<file path="config.mk">
export PLATFORM = sky130hd
export DESIGN_NAME = leaf_tile_switch
export DESIGN_NICKNAME = d
export VERILOG_FILES = /design/src/rtl/leaf_tile_switch.sv
export SDC_FILE = /design/constraint.sdc
export NUM_CORES = 1
export LEC_CHECK = 0
export ABC_AREA = 1
export CORE_ASPECT_RATIO = 0.8
export CORE_MARGIN = 4
export CORE_UTILIZATION = 50
export CTS_CLUSTER_SIZE = 16
export DETAILED_ROUTE_END_ITERATION = 16
export PLACE_DENSITY = 0.81
export SLEW_MARGIN = 20
export SYNTH_ARGS = -nofsm -noshare
export SYNTH_HDL_FRONTEND = slang
export SYNTH_SLANG_ARGS = --single-unit
</file>
<file path="constraint.sdc">
create_clock -name clk -period 4.95 [get_ports clk]
set_input_delay 0.99 -clock clk [delete_from_list [all_inputs] [get_ports clk]]
set_output_delay 0.99 -clock clk [all_outputs]
set_load 0.05 [all_outputs]
</file>
<file path="src/rtl/leaf_tile_switch.sv">
// Leaf switch for one GPU tile: port 0 is the local NI, ports 1..NUM_SPINES are spine links.
// Per-input FIFOs with valid/ready, per-output round-robin arbitration and a registered output stage.
module leaf_tile_switch #(
    parameter int               DWIDTH     = 16,
    parameter int               ADDR_W     = 6,
    parameter int               GID_W      = 4,
    parameter logic [GID_W-1:0] GROUP_ID   = 4'b1000,
    parameter int               NUM_SPINES = 4,
    parameter int               FIFO_DEPTH = 4
) (
    input  logic                                clk,
    input  logic                                reset,
    input  logic [(NUM_SPINES+1)*DWIDTH-1:0]    in_data,
    input  logic [NUM_SPINES:0]                 in_valid,
    output logic [NUM_SPINES:0]                 in_ready,
    output logic [(NUM_SPINES+1)*DWIDTH-1:0]    out_data,
    output logic [NUM_SPINES:0]                 out_valid,
    input  logic [NUM_SPINES:0]                 out_ready,
    output logic [NUM_SPINES:0]                 fifo_full,
    output logic [15:0]                         drop_count,
    output logic                                busy
);

    localparam int NP  = NUM_SPINES + 1;
    localparam int PW  = $clog2(FIFO_DEPTH);
    localparam int CW  = $clog2(FIFO_DEPTH + 1);
    localparam int RW  = $clog2(NP);
    localparam int SW  = $clog2(NUM_SPINES);
    localparam int DCW = $clog2(NP + 1);

    // Handshake rule on every port: a transfer happens on a rising edge where
    // valid and ready are both high; valid/data are held until that edge.
    logic [DWIDTH-1:0] mem [NP][FIFO_DEPTH];
    logic [PW-1:0]     rd_ptr [NP];
    logic [PW-1:0]     wr_ptr [NP];
    logic [CW-1:0]     count [NP];
    logic [DWIDTH-1:0] head [NP];
    logic [NP-1:0]     head_valid;
    logic [NP-1:0]     push;
    logic [NP-1:0]     pop;
    logic [NP-1:0]     drop;
    logic [NP-1:0]     can_load;
    logic [RW-1:0]     target [NP];
    logic [RW-1:0]     rr_ptr [NP];
    logic [NP-1:0]     grant_valid;
    logic [RW-1:0]     grant_idx [NP];
    logic [RW:0]       cand;
    logic [DCW-1:0]    n_drop;
    logic [16:0]       drop_sum;

    genvar gp;
    generate
        for (gp = 0; gp < NP; gp++) begin : g_port
            assign head[gp]       = mem[gp][rd_ptr[gp]];
            assign head_valid[gp] = (count[gp] != '0);
            assign fifo_full[gp]  = (count[gp] == CW'(FIFO_DEPTH));
            assign in_ready[gp]   = !fifo_full[gp];
            assign push[gp]       = in_valid[gp] & in_ready[gp];
            assign can_load[gp]   = !out_valid[gp] | out_ready[gp];
        end
    endgenerate

    always_ff @(posedge clk) begin
        for (int p = 0; p < NP; p++) begin
            if (push[p]) mem[p][wr_ptr[p]] <= in_data[p*DWIDTH +: DWIDTH];
        end
    end

    always_ff @(posedge clk) begin
        for (int p = 0; p < NP; p++) begin
            if (reset) begin
                rd_ptr[p] <= '0;
                wr_ptr[p] <= '0;
                count[p]  <= '0;
            end else begin
                if (push[p]) wr_ptr[p] <= wr_ptr[p] + PW'(1);
                if (pop[p])  rd_ptr[p] <= rd_ptr[p] + PW'(1);
                if (push[p] && !pop[p])      count[p] <= count[p] + CW'(1);
                else if (!push[p] && pop[p]) count[p] <= count[p] - CW'(1);
            end
        end
    end

    // A foreign-group flit arriving from a spine has nowhere legal to go and is discarded.
    always_comb begin
        drop = '0;
        for (int p = 0; p < NP; p++) begin
            target[p] = '0;
            if (head[p][DWIDTH-1 -: GID_W] == GROUP_ID) begin
                target[p] = '0;
            end else if (p == 0) begin
                target[p] = RW'(1) + RW'(head[p][DWIDTH-ADDR_W +: SW]);
            end else begin
                drop[p] = head_valid[p];
            end
        end
    end

    always_comb begin
        grant_valid = '0;
        pop         = drop;
        cand        = '0;
        for (int o = 0; o < NP; o++) begin
            grant_idx[o] = '0;
            for (int k = 0; k < NP; k++) begin
                cand = {1'b0, rr_ptr[o]} + (RW+1)'(k);
                if (cand >= (RW+1)'(NP)) cand = cand - (RW+1)'(NP);
                if (!grant_valid[o] && can_load[o] && head_valid[cand[RW-1:0]] &&
                    !drop[cand[RW-1:0]] && (target[cand[RW-1:0]] == RW'(o))) begin
                    grant_valid[o] = 1'b1;
                    grant_idx[o]   = cand[RW-1:0];
                end
            end
            if (grant_valid[o]) pop[grant_idx[o]] = 1'b1;
        end
    end

    always_ff @(posedge clk) begin
        for (int o = 0; o < NP; o++) begin
            if (reset) begin
                out_valid[o]                   <= 1'b0;
                out_data[o*DWIDTH +: DWIDTH]   <= '0;
                rr_ptr[o]                      <= '0;
            end else if (grant_valid[o]) begin
                out_valid[o]                   <= 1'b1;
                out_data[o*DWIDTH +: DWIDTH]   <= head[grant_idx[o]];
                rr_ptr[o] <= (grant_idx[o] == RW'(NP-1)) ? '0 : grant_idx[o] + RW'(1);
            end else if (out_ready[o]) begin
                out_valid[o]                   <= 1'b0;
            end
        end
    end

    always_comb begin
        n_drop = '0;
        for (int p = 0; p < NP; p++) n_drop = n_drop + DCW'(drop[p]);
        drop_sum = {1'b0, drop_count} + 17'(n_drop);
    end

    always_ff @(posedge clk) begin
        if (reset)            drop_count <= '0;
        else if (drop_sum[16]) drop_count <= 16'hFFFF;
        else                  drop_count <= drop_sum[15:0];
    end

    assign busy = (|head_valid) | (|out_valid);

endmodule

</file>
Yosys cells after proc, flatten, opt, wreduce, memory -nomap -nowiden
Memory sizes are Yosys's and may differ from the RTL's.
Cells that the tools add are included.

storage, ports and cells
  register bits after elaboration = 101
  memory bits (writable) = 370
  bits of input ports = 92
  output and inout port bits = 112
  logic and storage cells = 947
  memories = 5

memories
  memory  depth  width  rd ports  clocked after memory_dff  write ports  RTL line  source
  mem     5      64     5         0                         5            33        logic [DWIDTH-1:0] mem [NP][FIFO_DEPTH];
  count   5      3      5         0                         5            36        logic [CW-1:0] count [NP];
  rr_ptr  5      3      5         0                         5            44        logic [RW-1:0] rr_ptr [NP];
  rd_ptr  5      2      5         0                         5            34        logic [PW-1:0] rd_ptr [NP];
  wr_ptr  5      2      5         0                         5            35        logic [PW-1:0] wr_ptr [NP];

cells by class
  $add $sub $neg = 75
  order comparisons = 105
  eq/ne operators = 35
  mux-type cells = 438
  bitwise gates (word level) = 81
  reduce and logical (&&, ||, !) cells = 197

operator list
  operator               number
  $mux W16               26
  $mux W3                121
  $mux W64               5
  $bmux W16 S3           5
  $bmux W3 S3            25
  $mux W1                176
  $bmux W16 S2           5
  $demux W16 S2          5
  $bmux W1 S3            50
  $ge A4 B4 Y1 const B   30
  $lt A3 B4 Y1 const B   30
  $not A3 Y4             30
  $logic_and A1 B1 Y1    115
  $ge A4 B3 Y1 const B   20
  $sub A3 B3 Y3 const B  25
  $logic_not A1 Y1       65
  $eq A3 B3 Y1 const B   15
  $ge A3 B3 Y1 const B   15
  $add A3 B2 Y4 const B  10
  $or A1 B1 Y1           31
  $add A3 B1 Y3 const B  10
  $eq A3 B2 Y1 const B   10
  $not A2 Y3             10
  $mux W5                5
  21 further kinds       92

Logic depth before layout (Yosys ltp)
An unclocked memory read counts as a cell.

  word-level depth = 58
  mapped depth = 28

Worst setup path after synthesis
OpenSTA, ideal clock, no wires.

  path kind = reg2reg
  start = mem rd_ptr[1][0] (netlist bit)
  end = reg drop_count[13]
  library setup time = 0.058 ns
  arrival = 3.945 ns
  data required time = 4.892 ns
  path slack = 0.947 ns
  cell stages (with the launch flop) = 22
  period minus slack after synthesis = 4.003 ns
  cells stage by stage = edfxtp_1 buf_6 buf_4 nand2_1 nand3_1 nand2_1 nand2_1 nor2_4 nor2_1 fa_1 inv_1 fa_1 fa_1 nor4_1 nand3_1 nor2_1 inv_1 nor3_1 clkinv_1 o21ai_0 o21ai_0 inv_1

RTL lines
  what                  RTL line  source
  start, declared       34
  end signal, assigned  143       else drop_count <= drop_sum[15:0];
  end, declared         20        output logic [15:0] drop_count,

==> metrics.md <==
| Metric | Value |
|---|---|
| Status | complete, no violations |
| Htree depth | 2 |
| Sequential-to-total area share from yosys stat | 0.592 |
| Routed via count divided by cell count | 5.56 |
| Count of boundary I/O pins | 204 |
| CTS tree | done |
| Setup violations, final | 0 |
| Number of filler cells placed in the layout | 3443 |
| Number of failing hold endpoints at the final stage | 0 |
| Arrival time of data at the critical path endpoint | 5.09 ns |
| Data required time at the worst endpoint | 5.45 ns |
| GRT Total Usage | 0.232 |
| Ys Warns | 0 |
| Post-synthesis instance total | ~2200 |
| Largest clock skew in the final design | 0.0417 ns |
| Number of distinct library cells after synthesis | 56 |
| Post-route ant nets | 0 |
| First drt pass iteration count | 6 |
| Die Height | 196 um |
| Clock sink count | about 470 |
| # DRC | 0 |
| Final estimated routing congestion in global placement | around 0.9 |
| Setup repair after global routing missed its margin | false |
| Maximum number of pins on one net before global-route repair | 49 |
| Ys flop type | sky130_fd_sc_hd__edfxtp_1 |
| Setup TNS | 0 ns |
| Horizontal die dimension | 243 um |
| Type of origin of the critical path | register |
| First-pass GRT wire length | approximately 90000 um |
| Period minus WS final | 4.60 ns |
| Detailed-route wire length per cell | 18.7 um |
| Total number of placement rows | 68 |
| Path type of the worst min-delay path | register to register |
| Worst Tran Pin Value | 1.02 ns |
| Core Box Area | 43500 um2 |
| Sum of overflow across all layers after global routing | 0 |
| Number of buffers created by CTS | 46 |
| Capturing element type of the critical path | register |
| Share of post-route cells with drive strength above 1 | 0.0776 |
| Asr flop ratio synth | 0 |
| Synthesized area per cell | 9.92 um2 |
| Number of synthesized register bits | roughly 470 |
| Number of synthesized flops with an enable pin | between 300 and 400 |
| Half-perimeter wire length after detailed placement | between 40000 and 50000 um |
| Max-slew headroom at the worst pin | 0.320 |
| Number of port buffers | 203 |
| Period utilisation layout | 0.929 |
| Slew Viols, Final | 0 |
| Critical path class | register to register |
| Clk buf depth | 3 |
| Area of the die | about 48000 um2 |
| Cell area after technology mapping | between 20000 and 25000 um2 |
| Maximum fanout along the worst path | 16 |
| Starting Density | 0.510 |
| Clock root cell | sky130_fd_sc_hd__clkbuf_16 |
| Clock latency of the later-clocked register in the worst-skew pair | 0.59 ns |
| Signed area change from the synthesized netlist to the final layout | 18.8% |
| Clock-pin slew reported for the worst setup and hold paths after clock tree synthesis | 0.07 ns |
| Final wirelength | 57400 um |
| Vias after detailed routing | 17100 |
| Vias in the first global route | 16500 |
| Max capacitance violation total | 0 |
| Initial antenna violation count | 3 |
| Layout Nets | 2618 |
| Maximum clock rate | 217 MHz |
| Number of DRC violations after detailed-routing iteration 0 | 1898 |
| Hold Buf Count CTS | 0 |
==> sequential cells by signal (all words and copies together), names as in the netlist <==
register,cells
wr_ptr,10
out_data,80
rd_ptr,10
rr_ptr,15
mem,320
drop_count,16
count,15
out_valid,5
==> cell usage after synthesis, types with 10 or more instances <==
master,n,area share
sky130_fd_sc_hd__a21oi_1,72,0.016
sky130_fd_sc_hd__o21ai_1,11,0.0025
sky130_fd_sc_hd__inv_2,17,0.0029
sky130_fd_sc_hd__nand4_1,24,0.0068
sky130_fd_sc_hd__nor4_1,11,0.0031
sky130_fd_sc_hd__o22ai_1,44,0.012
sky130_fd_sc_hd__clkbuf_1,40,0.0068
sky130_fd_sc_hd__nand2_2,18,0.0051
sky130_fd_sc_hd__xor2_1,32,0.013
sky130_fd_sc_hd__ha_1,80,0.045
sky130_fd_sc_hd__buf_6,10,0.0051
sky130_fd_sc_hd__nor2_1,215,0.036
sky130_fd_sc_hd__nor3_1,22,0.0050
sky130_fd_sc_hd__nand2_1,420,0.071
sky130_fd_sc_hd__buf_2,18,0.0041
sky130_fd_sc_hd__inv_1,231,0.039
sky130_fd_sc_hd__o21ai_0,192,0.043
sky130_fd_sc_hd__nand3_1,187,0.042
sky130_fd_sc_hd__edfxtp_1,370,0.50
sky130_fd_sc_hd__dfxtp_1,101,0.091
==> worst max-delay path, stage by stage (launching register included) <==
cell,delay [ns]
sky130_fd_sc_hd__edfxtp_1,0.45
sky130_fd_sc_hd__buf_4,0.22
sky130_fd_sc_hd__nand2_1,0.08
sky130_fd_sc_hd__nand3_1,0.09
sky130_fd_sc_hd__nand2_1,0.08
sky130_fd_sc_hd__nand2_1,0.08
sky130_fd_sc_hd__nor2_4,0.22
sky130_fd_sc_hd__nor2_1,0.13
sky130_fd_sc_hd__fa_1,0.53
sky130_fd_sc_hd__inv_1,0.06
sky130_fd_sc_hd__fa_1,0.48
sky130_fd_sc_hd__fa_1,0.45
sky130_fd_sc_hd__nor4_1,0.46
sky130_fd_sc_hd__nand3_1,0.19
sky130_fd_sc_hd__nor2_1,0.12
sky130_fd_sc_hd__inv_1,0.10
sky130_fd_sc_hd__nor3_1,0.33
sky130_fd_sc_hd__inv_2,0.18
sky130_fd_sc_hd__o21ai_0,0.11
sky130_fd_sc_hd__o21ai_0,0.10
sky130_fd_sc_hd__inv_1,0.06
==> layout make-up <==
class,count,area (um2),area share
inverter,260,985,0.0374
clock inverter,31,329,0.0125
tap,595,744,0.0283
multi-input combinational,1425,7690,0.292
sequential,471,13100,0.499
clock buffer,55,1200,0.0457
antenna,2,5.00,0.000190
timing repair buffer,233,2260,0.0857
==> worst paths after layout <==
| check | start | to | slack [ns] | depth (start not counted) |
|---|---|---|---|---|
| max | rd_ptr[1][0] | drop_count[13] | 0.35 | 20 |
| min | out_data[26] | out_data[26] | 0.43 | 2 |
| max reg2reg | rd_ptr[1][0] | drop_count[13] | 0.35 | 20 |
| min reg2reg | out_data[26] | out_data[26] | 0.43 | 2 |
==> cell families (layout without fill, tap and decap cells) <==
group	after synthesis	count (layout)	share of synthesized area
buf+inv	346	579	0.0648
fa+ha+maj	89	89	0.0533
compound gates	362	362	0.0910
simple gates	929	929	0.184
flops	471	471	0.592
other cells	1	10	0.000169
xor+xnor	37	37	0.0146
==> metrics by stage <==
stage	hold WS, ns	area (um2)	util	std cells	setup WS, ns
finish	0.428	26300	0.606	3072	0.351
CTS	0.436	26300	0.606	3070	0.173
global placement	0.423	24800	0.570	2984	0.418
floorplan	0.556	22200	-	2242	0.947
detailed placement	0.427	24800	0.570	2984	0.299
global route	0.474	26300	0.606	3071	0.0504
==> cells in the final DEF (no fill, tap or decap), types with 30 or more instances in the layout <==
cell and instances:
sky130_fd_sc_hd__a21oi_1 71, sky130_fd_sc_hd__buf_4 30, sky130_fd_sc_hd__clkbuf_16 46, sky130_fd_sc_hd__clkdlybuf4s50_1 203, sky130_fd_sc_hd__dfxtp_1 101, sky130_fd_sc_hd__edfxtp_1 370, sky130_fd_sc_hd__ha_1 80, sky130_fd_sc_hd__inv_1 230
sky130_fd_sc_hd__nand2_1 420, sky130_fd_sc_hd__nand3_1 187, sky130_fd_sc_hd__nor2_1 195, sky130_fd_sc_hd__o21ai_0 192, sky130_fd_sc_hd__o22ai_1 44, sky130_fd_sc_hd__xor2_1 32
==> what timing repair did <==
item	4_1_cts	5_1_grt
buffers inserted	0	0
endpoints found under the setup margin	0	10
gates resized for setup	0	1
==> per-layer routing <==
metal	part of all wire	global-route usage
met2	0.46	0.374
met3	0.094	0.0545
met5	0.00044	0
met4	0.032	0.0808
met1	0.42	0.314
Power is left out: the tool's default activity adds up to more than one toggle a clock period on the data nets, which glitch-free logic cannot reach.
